$ cat config.mk
export PLATFORM = sky130hd
export DESIGN_NAME = fetch_sequencer_flat
export DESIGN_NICKNAME = d
export VERILOG_FILES = /design/src/rtl/fetch_sequencer_pkg.sv /design/src/rtl/fetch_sequencer_if.sv /design/src/rtl/fetch_perf_cnt.sv /design/src/rtl/fetch_sequencer.sv /design/src/flat_wrapper.sv
export SDC_FILE = /design/constraint.sdc
export NUM_CORES = 1
export LEC_CHECK = 0
export CAP_MARGIN = 20
export CORE_MARGIN = 1.5
export CORE_UTILIZATION = 40
export DETAILED_ROUTE_END_ITERATION = 10
export PLACE_DENSITY = 0.74
export SLEW_MARGIN = 20
export SYNTH_ARGS = -nofsm -noshare
export SYNTH_HDL_FRONTEND = slang
export SYNTH_SLANG_ARGS = --single-unit
$ cat constraint.sdc
create_clock -name clk -period 1.9 [get_ports clk]
set_clock_uncertainty 0.05 [all_clocks]
set_input_delay 0.38 -clock clk [delete_from_list [all_inputs] [get_ports clk]]
set_output_delay 0.38 -clock clk [all_outputs]
set_load 0.005 [all_outputs]
$ cat src/rtl/fetch_sequencer_pkg.sv
// rtl/fetch_sequencer_pkg.sv - shared widths and fetch FSM state encodings
package fetch_sequencer_pkg;

    localparam int WORD      = 32;
    localparam int INSTR_LEN = 32;

    // Fetch FSM encodings (3-bit, legacy-compatible)
    localparam logic [2:0] FS_IDLE = 3'd0;
    localparam logic [2:0] FS_REQ  = 3'd1;
    localparam logic [2:0] FS_WAIT = 3'd2;
    localparam logic [2:0] FS_HOLD = 3'd3;
    localparam logic [2:0] FS_DROP = 3'd4;

    // Redirect targets are forced word-aligned
    localparam logic [WORD-1:0] PC_ALIGN_MASK = {{(WORD-2){1'b1}}, 2'b00};

endpackage

$ cat src/rtl/fetch_sequencer_if.sv
// rtl/fetch_sequencer_if.sv - fetch stage bus: branch redirect, imem request/response, decode handoff
interface fetch_sequencer_if;
    import fetch_sequencer_pkg::*;

    logic                 pc_src;
    logic [WORD-1:0]      branch_target;
    logic                 dec_ready;
    logic                 imem_req;
    logic [WORD-1:0]      imem_addr;
    logic                 imem_valid;
    logic [INSTR_LEN-1:0] imem_rdata;
    logic                 out_valid;
    logic [INSTR_LEN-1:0] out_instr;
    logic [WORD-1:0]      out_pc;
    logic [WORD-1:0]      out_incr_pc;

    modport master (
        input  pc_src, branch_target, dec_ready, imem_valid, imem_rdata,
        output imem_req, imem_addr, out_valid, out_instr, out_pc, out_incr_pc
    );

    modport slave (
        output pc_src, branch_target, dec_ready, imem_valid, imem_rdata,
        input  imem_req, imem_addr, out_valid, out_instr, out_pc, out_incr_pc
    );

endinterface

$ cat src/rtl/fetch_perf_cnt.sv
// rtl/fetch_perf_cnt.sv - saturating 32-bit event counter, present only with FETCH_PERF_CNT_EN
`ifdef FETCH_PERF_CNT_EN
module fetch_perf_cnt (
    input  logic        clk,
    input  logic        reset,
    input  logic        inc,
    output logic [31:0] count
);

    logic [31:0] count_q;
    logic [31:0] count_d;

    // Count events, sticking at all-ones instead of wrapping
    always_comb begin
        count_d = count_q;
        if (inc && (count_q != 32'hFFFF_FFFF)) begin
            count_d = count_q + 32'd1;
        end
    end

    // Counter register
    always_ff @(posedge clk or negedge reset) begin
        if (!reset) begin
            count_q <= '0;
        end else begin
            count_q <= count_d;
        end
    end

    assign count = count_q;

endmodule
`endif

$ cat src/rtl/fetch_sequencer.sv
// rtl/fetch_sequencer.sv - fetch stage PC/FSM owner; FETCH_PERF_CNT_EN adds fetch/drop counters
module fetch_sequencer
    import fetch_sequencer_pkg::*;
#(
    parameter logic [WORD-1:0] STEP     = WORD'(4),
    parameter logic [WORD-1:0] RESET_PC = '0
) (
    input  logic              clk,
    input  logic              reset,
    fetch_sequencer_if.master bus
`ifdef FETCH_PERF_CNT_EN
    ,
    output logic [31:0]       fetch_cnt,
    output logic [31:0]       drop_cnt
`endif
);

    logic [2:0]           state_q, state_d;
    logic [WORD-1:0]      pc_q, pc_d;
    logic [WORD-1:0]      pc_plus_step;
    logic                 out_valid_q, out_valid_d;
    logic [INSTR_LEN-1:0] out_instr_q, out_instr_d;
    logic [WORD-1:0]      out_pc_q, out_pc_d;
    logic [WORD-1:0]      out_incr_q, out_incr_d;
    logic                 redirect;

    // Single incrementer shared by the pc advance and out_incr_pc
    assign pc_plus_step = pc_q + STEP;

    // Redirects are ignored only in the first cycle after reset
    assign redirect = bus.pc_src && (state_q != FS_IDLE);

    // Next-state, pc and output-register logic
    always_comb begin
        state_d     = state_q;
        pc_d        = pc_q;
        out_valid_d = out_valid_q;
        out_instr_d = out_instr_q;
        out_pc_d    = out_pc_q;
        out_incr_d  = out_incr_q;
        case (state_q)
            FS_IDLE: state_d = FS_REQ;
            FS_REQ:  state_d = redirect ? FS_DROP : FS_WAIT;
            FS_WAIT: begin
                if (bus.imem_valid) begin
                    if (!redirect) begin
                        out_valid_d = 1'b1;
                        out_instr_d = bus.imem_rdata;
                        out_pc_d    = pc_q;
                        out_incr_d  = pc_plus_step;
                        pc_d        = pc_plus_step;
                        state_d     = FS_HOLD;
                    end else begin
                        state_d = FS_REQ;
                    end
                end else if (redirect) begin
                    state_d = FS_DROP;
                end
            end
            FS_HOLD: begin
                if (bus.dec_ready || redirect) begin
                    out_valid_d = 1'b0;
                    state_d     = FS_REQ;
                end
            end
            FS_DROP: begin
                if (bus.imem_valid) begin
                    state_d = FS_REQ;
                end
            end
            default: state_d = FS_IDLE;
        endcase
        // A redirect target always wins over the sequential pc
        if (redirect) begin
            pc_d = bus.branch_target & PC_ALIGN_MASK;
        end
    end

    // State, pc and output registers
    always_ff @(posedge clk or negedge reset) begin
        if (!reset) begin
            state_q     <= FS_IDLE;
            pc_q        <= RESET_PC;
            out_valid_q <= 1'b0;
            out_instr_q <= '0;
            out_pc_q    <= '0;
            out_incr_q  <= '0;
        end else begin
            state_q     <= state_d;
            pc_q        <= pc_d;
            out_valid_q <= out_valid_d;
            out_instr_q <= out_instr_d;
            out_pc_q    <= out_pc_d;
            out_incr_q  <= out_incr_d;
        end
    end

    assign bus.imem_req    = (state_q == FS_REQ);
    assign bus.imem_addr   = (state_q == FS_REQ) ? pc_q : '0;
    assign bus.out_valid   = out_valid_q;
    assign bus.out_instr   = out_instr_q;
    assign bus.out_pc      = out_pc_q;
    assign bus.out_incr_pc = out_incr_q;

`ifdef FETCH_PERF_CNT_EN
    logic consume;
    logic discard;

    assign consume = out_valid_q && bus.dec_ready;
    assign discard = bus.imem_valid &&
                     ((state_q == FS_DROP) || ((state_q == FS_WAIT) && redirect));

    fetch_perf_cnt u_fetch_cnt (
        .clk   (clk),
        .reset (reset),
        .inc   (consume),
        .count (fetch_cnt)
    );

    fetch_perf_cnt u_drop_cnt (
        .clk   (clk),
        .reset (reset),
        .inc   (discard),
        .count (drop_cnt)
    );
`endif

endmodule

$ cat src/flat_wrapper.sv
// flat-port wrapper written by rule: the top's interface ports become plain ports
module fetch_sequencer_flat import fetch_sequencer_pkg::*;
#(
    parameter logic [WORD-1:0] STEP     = WORD'(4),
    parameter logic [WORD-1:0] RESET_PC = '0
)
  (clk, reset, bus_pc_src, bus_branch_target, bus_dec_ready, bus_imem_valid, bus_imem_rdata, bus_imem_req, bus_imem_addr, bus_out_valid, bus_out_instr, bus_out_pc, bus_out_incr_pc);
  fetch_sequencer_if bus_i ();
  input  logic clk;
  input  logic reset;
  input wire logic [$bits(bus_i.pc_src)-1:0] bus_pc_src;
  input wire logic [$bits(bus_i.branch_target)-1:0] bus_branch_target;
  input wire logic [$bits(bus_i.dec_ready)-1:0] bus_dec_ready;
  input wire logic [$bits(bus_i.imem_valid)-1:0] bus_imem_valid;
  input wire logic [$bits(bus_i.imem_rdata)-1:0] bus_imem_rdata;
  output wire logic [$bits(bus_i.imem_req)-1:0] bus_imem_req;
  output wire logic [$bits(bus_i.imem_addr)-1:0] bus_imem_addr;
  output wire logic [$bits(bus_i.out_valid)-1:0] bus_out_valid;
  output wire logic [$bits(bus_i.out_instr)-1:0] bus_out_instr;
  output wire logic [$bits(bus_i.out_pc)-1:0] bus_out_pc;
  output wire logic [$bits(bus_i.out_incr_pc)-1:0] bus_out_incr_pc;
  assign bus_i.pc_src = bus_pc_src;
  assign bus_i.branch_target = bus_branch_target;
  assign bus_i.dec_ready = bus_dec_ready;
  assign bus_i.imem_valid = bus_imem_valid;
  assign bus_i.imem_rdata = bus_imem_rdata;
  assign bus_imem_req = bus_i.imem_req;
  assign bus_imem_addr = bus_i.imem_addr;
  assign bus_out_valid = bus_i.out_valid;
  assign bus_out_instr = bus_i.out_instr;
  assign bus_out_pc = bus_i.out_pc;
  assign bus_out_incr_pc = bus_i.out_incr_pc;
  fetch_sequencer #(.STEP(STEP), .RESET_PC(RESET_PC)) u_core (.clk(clk), .reset(reset), .bus(bus_i));
endmodule
=== After elaboration in Yosys (flattened, before gate mapping) ===
Index checks and enable logic that the tools add are counted.
Widths: inputs -> output; s select.

* Bits in writable memories: 0
* Memories kept: 0
* Input bits: 69
* Word-level logic and storage cells: 43
* Memory bits (read-only): 0
* Register bits after elaboration: 132
* Output and inout port bits: 130
* Bits in latches: 0

* Shifts and indexed selects: 0
* Equal/unequal tests: 9
* Add/sub/neg operators: 1
* $lt $le $gt $ge: 0
* $mul: 0
* Reduce and logical (&&, ||, !) cells: 11
* Divide/modulo/power cells: 0
* Bitwise operators: 1
* Muxes and demuxes: 15

{| class="wikitable"
|+ Operator list
! operator !! count
|-
| $mux 32 || 4
|-
| $add 32x3->32 const B || 1
|-
| $mux 3 || 5
|-
| $pmux 3 s5 || 1
|-
| $eq 3x2->1 const B || 2
|-
| $ne 2x2->1 const B || 3
|-
| $reduce_and 3->1 || 2
|-
| $reduce_bool 2->1 || 3
|-
| $reduce_and 4->1 || 1
|-
| $eq 3x1->1 const B || 1
|-
| $eq 3x3->1 const B || 1
|-
| $logic_not 3->1 || 1
|-
| $mux 1 || 3
|-
| $ne 3x2->1 const B || 1
|-
| $reduce_bool 3->1 || 1
|-
| $mux 2 || 1
|-
| $ne 2x1->1 const B || 1
|-
| $pmux 1 s2 || 1
|-
| $reduce_and 2->1 || 1
|-
| $logic_and 1x1->1 || 1
|-
| $logic_or 1x1->1 || 1
|-
| $not 1->1 || 1
|}

=== Depth between registers and ports, before layout ===
Gate-level depths: netlist of run 1.

* Word-level depth: 5
* Gate-level depth with buffers: 8

=== Worst setup path before layout of run 1 ===
Ideal clock, no wire load.

* Path kind: flip-flop to flip-flop
* Start point: register u_core.pc_q[2]
* End point: register u_core.pc_q[20]
* Setup time: 0.116 ns
* Required time: 1.734 ns
* Arrival: 1.685 ns
* Clock period less this slack: 1.851 ns
* Stages on the path, launching flop included: 6
* Buffers on the path: 0
* Slack: 0.049 ns
* Path through: dfrtp_1 ha_1 nand4_1 nor3_2 nand3_1 o311ai_0

* Longest elaborated chain between the ends: 4

{| class="wikitable"
|+ RTL lines
! element !! RTL line !! text
|-
| start, declared || fetch_sequencer.sv:19 || <nowiki>logic [WORD-1:0] pc_q, pc_d;</nowiki>
|-
| start signal, assigned || fetch_sequencer.sv:90 || <nowiki>pc_q <= pc_d;</nowiki>
|-
| $add 32x3->32 || fetch_sequencer.sv:28 || <nowiki>assign pc_plus_step = pc_q + STEP;</nowiki>
|-
| $mux 32 || fetch_sequencer.sv:45 || <nowiki>if (bus.imem_valid) begin</nowiki>
|-
| $mux 32 || fetch_sequencer.sv:41 || <nowiki>case (state_q)</nowiki>
|-
| $mux 32 || fetch_sequencer.sv:74 || <nowiki>if (redirect) begin</nowiki>
|}

Every way passes these cells. The select of a mux whose other input is x is not followed.
A chain may end at the register's enable or synchronous reset.

=== Worst setup path after layout of run 1 ===
* Start point: register u_core.state_q[1]
* End point: output bus_imem_addr[14]

* Longest elaborated chain between the ends: 2

{| class="wikitable"
|+ RTL lines
! element !! RTL line !! text
|-
| start, declared || fetch_sequencer.sv:18 || <nowiki>logic [2:0] state_q, state_d;</nowiki>
|-
| start signal, assigned || fetch_sequencer.sv:89 || <nowiki>state_q <= state_d;</nowiki>
|-
| $eq 3x1->1 || fetch_sequencer.sv:99 || <nowiki>assign bus.imem_addr = (state_q == FS_REQ) ? pc_q : '0;</nowiki>
|-
| $mux 32 || fetch_sequencer.sv:99 ||
|-
| end, declared || flat_wrapper.sv:17 || <nowiki>output wire logic [$bits(bus_i.imem_addr)-1:0] bus_imem_addr;</nowiki>
|}

Every way passes these cells.

==> summary.md, run 1 <==
| Metric | Value |
|---|---|
| Outcome | `complete, but fails checks` |
| Failing checks | `setup timing` |
| Reg2reg setup slack | `0.05 ns` |
| Endpoints failing hold | `0` |
| Hpwl dp | `12180 um` |
| Critical Path End Type | `output port` |
| Asr flop ratio synth | `100.0%` |
| Largest net degree at the start of global routing | `59` |
| Max stage delay on crit path | `0.40 ns` |
| Buf/Inv on CP | `4` |
| Most frequent cells in the layout | `nand2_1, clkdlybuf4s50_1, dfrtp_1` |
| Drt first pass iters | `5` |
| Setup-failing EPs final | `31` |
| Clock Sinks | `126` |
| Grt ovf | `0` |
| Design area | `0.009499 mm^2` |
| Setup Crit Path Kind | `reg2out` |
| Yosys warns | `0` |
| H-tree levels | `4` |
| #FFs+latches synth | `126` |
| Number of library cell types mapped by synthesis | `47` |
| Achievable clock frequency | `486.4 MHz` |
| Overall Power | `0.01588 W` |
| Post-synth EDFFs | `0` |
| Worst path required time | `1.47 ns` |
| Antenna-violating nets left | `0` |
| Layout cell share with drive strength beyond 1 | `21.24%` |
| Seq/Total Area, Yosys | `53.42%` |
| Layout Nets | `977` |
| Initial antenna violation count | `0` |
| Synth Flop Type | `dfrtp_1` |
| Leak | `4.460 nW` |
| CTS tree | `done` |
| Chip Height | `124.5 um` |
| Top cell by count, worst path | `buf_12` |
| Post-Syn Instances | `656` |
| RSZ-0062 raised after global routing | `true` |
| Leading cell type in the layout, fill and taps excluded | `nand2_1` |
| Area leader, netlist | `dfrtp_1` |
| Port bufs | `190` |
| Number of global-route vias before repair | `5593` |
| Routed WL | `18280 um` |
| Max VDD drop | `0.0007109 V` |
| Largest cells by area after synthesis | `dfrtp_1, nand2_1, o21ai_0` |
| Critical-path cell list | `nor2b_4 > buf_12 > buf_12 > buf_16 > and3_4 > buf_6` |
| Worst hold path class | `in2async` |
| Wire per inst | `16.59 um` |
| Fin Setup TNS | `-2.931 ns` |
| Core Rows | `44` |
| Register Area | `0.003156 mm^2` |
| Post-Place Setup Slack | `-0.2048 ns` |
| Initial Utilization | `40.76%` |
| Max-slew violations | `0` |
| Area of placed instances | `0.008463 mm^2` |
| Footprint of the multi-input gates | `0.002658 mm^2` |
| Hold_ws | `0.3770 ns` |
| Clock latency on the worst-skew pair | `0.41 ns` |
| DRC | `0` |
| Core region area | `0.01448 mm^2` |
| Antenna cell count | `0` |
| Fin crit share | `108.2%` |
| Gpl congestion | `0.8105` |
| Total of max-cap violations | `0` |
| Die W | `124.5 um` |
| CP arrival | `1.63 ns` |
| Post-route setup slack | `-0.1558 ns` |
| Reg clk slew, reported paths | `0.05 ns` |
| Post-synth top area share | `53.42%` |
| Critical path peak fanout | `6` |
| Mapped Avg Cell Area | `8.997 um^2` |
| Die area | `0.01549 mm^2` |
| Final min period | `2.056 ns` |
| Startpoint Class | `flip-flop` |
| Via Count | `5610` |
| Synthesized area | `0.005902 mm^2` |
| Top Family by Delay on Critical Path | `buffers and inverters` |
| Boundary pin count | `199` |
| Pwr dens | `1672 mW/mm^2` |
| CP max stage cell | `dfrtp_1` |
| Area grow syn2layout | `60.95%` |
| Clock Tree Buf Depth | `2` |
| Root buf cell | `clkbuf_16` |
| DRT iter0 DRCs | `329` |
| GRT Total Usage | `23.98%` |
| Fillers | `1188` |
| Vias/cell | `5.091` |
| Cts bufs inserted | `17` |
| First-pass GRT wire length | `29460 um` |
==> stage by stage <==
| step | utilization (%) | cells |
|---|---|---|
| floorplan | - | 661 |
| global placement | 58.45 | 1056 |
| detailed placement | 58.45 | 1056 |
| CTS | 64.39 | 1096 |
| global route | 65.61 | 1102 |
| finish | 65.61 | 1102 |
==> sequential cells by signal (all words and copies together), names as in the netlist <==
| signal | flops |
|---|---|
| u_core.bus.out_instr | 32 |
| u_core.pc_q | 30 |
| u_core.bus.out_incr_pc | 30 |
| u_core.bus.out_valid | 1 |
| u_core.state_q | 3 |
| u_core.bus.out_pc | 30 |
==> cells in the mapped netlist (7+ instances only) <==
cell / number
buf_2: 8
and3_1: 34
nor2_1: 22
buf_4: 7
a22oi_1: 15
nand4_1: 12
buf_6: 7
xnor2_1: 12
xor2_1: 15
nor3_1: 7
a221o_1: 8
clkbuf_1: 25
o21ai_0: 51
dfrtp_1: 126
nand2_1: 235
nand3_1: 12
inv_1: 7
==> report_power, final <==
group	switching [W]	internal [W]	leakage (nW)
Sequential	0.000879	0.00396	1.62
Combinational	0.00316	0.00437	2.54
Clock	0.00113	0.00238	0.301
Total	0.00517	0.0107	4.46
==> worst register-to-register path: cells and delay by family, from the launching register on <==
kind	cells	cell delay, ns
compound gates	1	0.09
xor+xnor	1	0.21
fa+ha+maj	1	0.13
buf+inv	3	0.44
flops	1	0.38
simple gates	3	0.45
==> logic make-up after synthesis <==
kind of cell / Yosys count / synth area share (%)
flip-flops: 126 / 53.42
adder cells (fa/ha/maj): 1 / 0.2120
AND/OR/NAND/NOR: 346 / 26.65
AO/OA/AOI/OAI: 94 / 10.16
other: 1 / 0.06354
buffers and inverters: 61 / 5.491
XOR/XNOR: 27 / 4.007
==> final cells by class <==
| cell class | count | area share (%) |
|---|---|---|
| Clock buffer | 24 | 4.966 |
| Clock inverter | 6 | 1.660 |
| Inverter | 7 | 0.2766 |
| Multi-Input combinational cell | 474 | 27.98 |
| Sequential cell | 126 | 33.22 |
| Tap cell | 184 | 2.424 |
| Timing Repair Buffer | 281 | 29.48 |
==> routing by layer <==
layer,part of all wire (%),track usage [%],up-vias
li1,-,-,2686
met1,42,31.11,2689
met3,7.5,6.916,29
met4,2.3,10.34,0
met5,0,0,-
met2,48,37.49,206
==> worst paths after layout <==
kind / start / to / cells past startpoint
min in group clk: u_core.bus.out_pc[2] / u_core.bus.out_pc[2] / 2
hold reg to reg: u_core.bus.out_pc[2] / u_core.bus.out_pc[2] / 2
max in group asynchronous: reset / u_core.bus.out_instr[22] / 3
setup reg to reg: u_core.pc_q[3] / u_core.bus.out_incr_pc[26] / 9
setup / recovery: u_core.state_q[1] / bus_imem_addr[14] / 6
hold / removal: reset / u_core.pc_q[2] / 2
==> timing repair <==
action                     4_1_cts  5_1_grt
setup endpoints to repair       34      123
buffers inserted                 6        8
pin swaps                       14       14
cloned                           3        0
hold endpoints to repair        29        0
hold buffers                     1        0
gates resized for setup        160       44
No activity file was read; power rests on OpenSTA's default activity.
==> inputs of run 2 (changes only) <==
--- a/config.mk
+++ b/config.mk
@@ -9,7 +9,7 @@
 export CORE_MARGIN = 1.5
 export CORE_UTILIZATION = 40
 export DETAILED_ROUTE_END_ITERATION = 10
-export PLACE_DENSITY = 0.74
+export DONT_BUFFER_PORTS = 1
 export SLEW_MARGIN = 20
 export SYNTH_ARGS = -nofsm -noshare
 export SYNTH_HDL_FRONTEND = slang
==> run 2 against run 1 <==
- the flow finishes with violations (hold timing)
- highest routed layer unchanged
- critical path type unchanged
- design area fell by 23%
- sequential share of layout area rose by 9.8 points
- routed wire length fell by 9.2%
- non-clock buffer count fell by 203
- clock power rose by 3%
- register-to-register slack improved by 0.03 ns
==> summary.md, run 2 (same netlist as run 1, synthesis figures left out) <==
| Metric | Value |
|---|---|
| Antenna-violating nets left | `0 (unchanged)` |
| Most frequent cells in the layout | `nand2_1, dfrtp_1, buf_4 (was nand2_1, clkdlybuf4s50_1, dfrtp_1)` |
| Overall Power | `0.01268 W (was 0.01588 W)` |
| Post-Route Utilization | `50.67% (was 65.61%)` |
| Endpoints failing hold | `126 (was 0)` |
| Worst hold path class | `in2async (unchanged)` |
| Layout cell share with drive strength beyond 1 | `16.90% (was 21.24%)` |
| CTS tree | `done (unchanged)` |
| Startpoint Class | `flip-flop (unchanged)` |
| Max-slew violations | `0 (unchanged)` |
| Pwr dens | `1729 mW/mm^2 (was 1672 mW/mm^2)` |
| Port bufs | `0 (was 190)` |
| Psw | `0.004552 W (was 0.005174 W)` |
| Drt first pass iters | `4 (was 5)` |
| Critical path peak fanout | `24 (was 6)` |
| Clk pwr share | `28.6% (was 22.1%)` |
| Hpwl dp | `11260 um (was 12180 um)` |
| Die W | `124.5 um (unchanged)` |
| Vias/cell | `5.450 (was 5.091)` |
| Worst path required time | `1.47 ns (about the same)` |
| Switching Share | `35.89% (was 32.59%)` |
| Area grow syn2layout | `24.32% (was 60.95%)` |
| Max VDD drop | `0.0006285 V (was 0.0007109 V)` |
| Final min period | `1.859 ns (was 2.056 ns)` |
| Setup-failing EPs final | `0 (was 31)` |
| Chip Height | `124.5 um (unchanged)` |
| Layout Nets | `774 (was 977)` |
| First-pass GRT wire length | `26200 um (was 29460 um)` |
| Outcome | `complete, but fails checks (unchanged)` |
| Via Count | `4905 (was 5610)` |
| Wire per inst | `18.44 um (was 16.59 um)` |
| Grt ovf | `0 (unchanged)` |
| Sequential power share | `40.5% (was 30.4%)` |
| Cts bufs inserted | `17 (unchanged)` |
| Int Pwr | `0.008132 W (was 0.01070 W)` |
| RSZ-0062 raised after global routing | `true (unchanged)` |
| GRT Total Usage | `21.60% (was 23.98%)` |
| Routed WL | `16590 um (was 18280 um)` |
| Fin crit share | `97.83% (was 108.2%)` |
| Antenna cell count | `0 (unchanged)` |
| Hold bufs inserted after CTS | `18 (was 1)` |
| Max reg flops | `32 (unchanged)` |
| Reg clk slew, reported paths | `0.06 ns (was 0.05 ns)` |
| Clock Sinks | `126 (unchanged)` |
| Leak | `3.593 nW (was 4.460 nW)` |
| Largest net degree at the start of global routing | `127 (was 59)` |
| Leading cell type in the layout, fill and taps excluded | `nand2_1 (unchanged)` |
| Number of global-route vias before repair | `4819 (was 5593)` |
| Gpl congestion | `0.8247 (was 0.8105)` |
| Clock Tree Buf Depth | `2 (unchanged)` |
| Achievable clock frequency | `538.0 MHz (was 486.4 MHz)` |
| Root buf cell | `clkbuf_16 (unchanged)` |
| Failing checks | `hold timing (was setup timing)` |
| Die area | `0.01549 mm^2 (unchanged)` |
| Initial antenna violation count | `0 (unchanged)` |
| Clock latency on the worst-skew pair | `0.42 ns (was 0.41 ns)` |
| Setup Crit Path Kind | `reg2out (unchanged)` |
| CP arrival | `1.43 ns (was 1.63 ns)` |
| DRT iter0 DRCs | `454 (was 329)` |
| Total of max-cap violations | `0 (unchanged)` |
| DRC | `0 (unchanged)` |
| Combinational power share | `31.0% (was 47.4%)` |
| Initial Utilization | `40.76% (unchanged)` |
| Core Rows | `44 (unchanged)` |
| Critical Path Start | `u_core.state_q[0] (was u_core.state_q[1])` |
| Hold_ws | `-0.3977 ns (was 0.3770 ns)` |
| H-tree levels | `4 (unchanged)` |
| Critical Path End Type | `output port (unchanged)` |
| FF-to-FF Start | `u_core.pc_q[13] (was u_core.pc_q[3])` |
| Boundary pin count | `199 (unchanged)` |
| Core region area | `0.01448 mm^2 (unchanged)` |
## run 2: layer usage
| metal | routed length (um) | track usage (%) |
|---|---|---|
| met1 | 6791 | 26.39 |
| met5 | 0 | 0 |
| met3 | 1530 | 8.462 |
| met4 | 239 | 8.316 |
| met2 | 8029 | 34.42 |
## run 2: worst paths after layout
| check | cells past startpoint | slack [ns] | to |
|---|---|---|---|
| min in group clk | 2 | 0.02 | u_core.bus.out_instr[19] |
| worst min register to register | 2 | 0.45 | u_core.bus.out_pc[8] |
| max in group asynchronous | 0 | 1.97 | u_core.pc_q[18] |
| worst max register to register | 6 | 0.08 | u_core.pc_q[17] |
| worst max-delay path | 3 | 0.04 | bus_imem_addr[2] |
| worst min-delay path | 0 | -0.40 | u_core.bus.out_pc[13] |
## run 2: critical path, stage by stage (launching register included)
cell and delay, ns:
dfrtp_1 0.41, nor2b_4 0.20, buf_12 0.17, and3_2 0.22
## run 2: final cells by class
class,count,area (um^2)
Clock inverter,10,185.2
Timing Repair Buffer,78,730.7
Sequential cell,126,3157
Clock buffer,21,470.5
Inverter,7,26.28
Fill cell,1326,7142
Multi-Input combinational cell,474,2537
Tap cell,184,230.2
## run 2: power by group through the flow
stage	sequential (W)	clock, W	combinational, W
CTS	0.00514	0.00367	0.00382
global route	0.00530	0.00379	0.00438
floorplan	0.00482	0	0.00253
detailed placement	0.00515	0	0.00377
finish	0.00514	0.00362	0.00393
global placement	0.00512	0	0.00362
## run 2: timing repair
action / 4_1_cts / 5_1_grt
pin swaps: 0 / 6
hold endpoints to repair: 144 / 126
gates resized for setup: 5 / 17
setup endpoints to repair: 29 / 35
setup buffers: 0 / 6
## run 2: through the flow
| stage | instances | TNS, ns | hold WS, ns | setup slack [ns] | instance area [um^2] |
|---|---|---|---|---|---|
| after CTS | 894 | 0 | -0.4201 | 0.001541 | 7222 |
| after global routing | 900 | -0.2369 | -0.4211 | -0.03511 | 7337 |
| after detailed placement | 845 | -0.09142 | 0.03678 | -0.06082 | 6377 |
| after floorplan | 661 | 0 | 0.03441 | 0.04924 | 5921 |
| final | 900 | 0 | -0.3977 | 0.04132 | 7337 |
| after global placement | 845 | -0.0002128 | 0.03726 | -0.0002128 | 6377 |
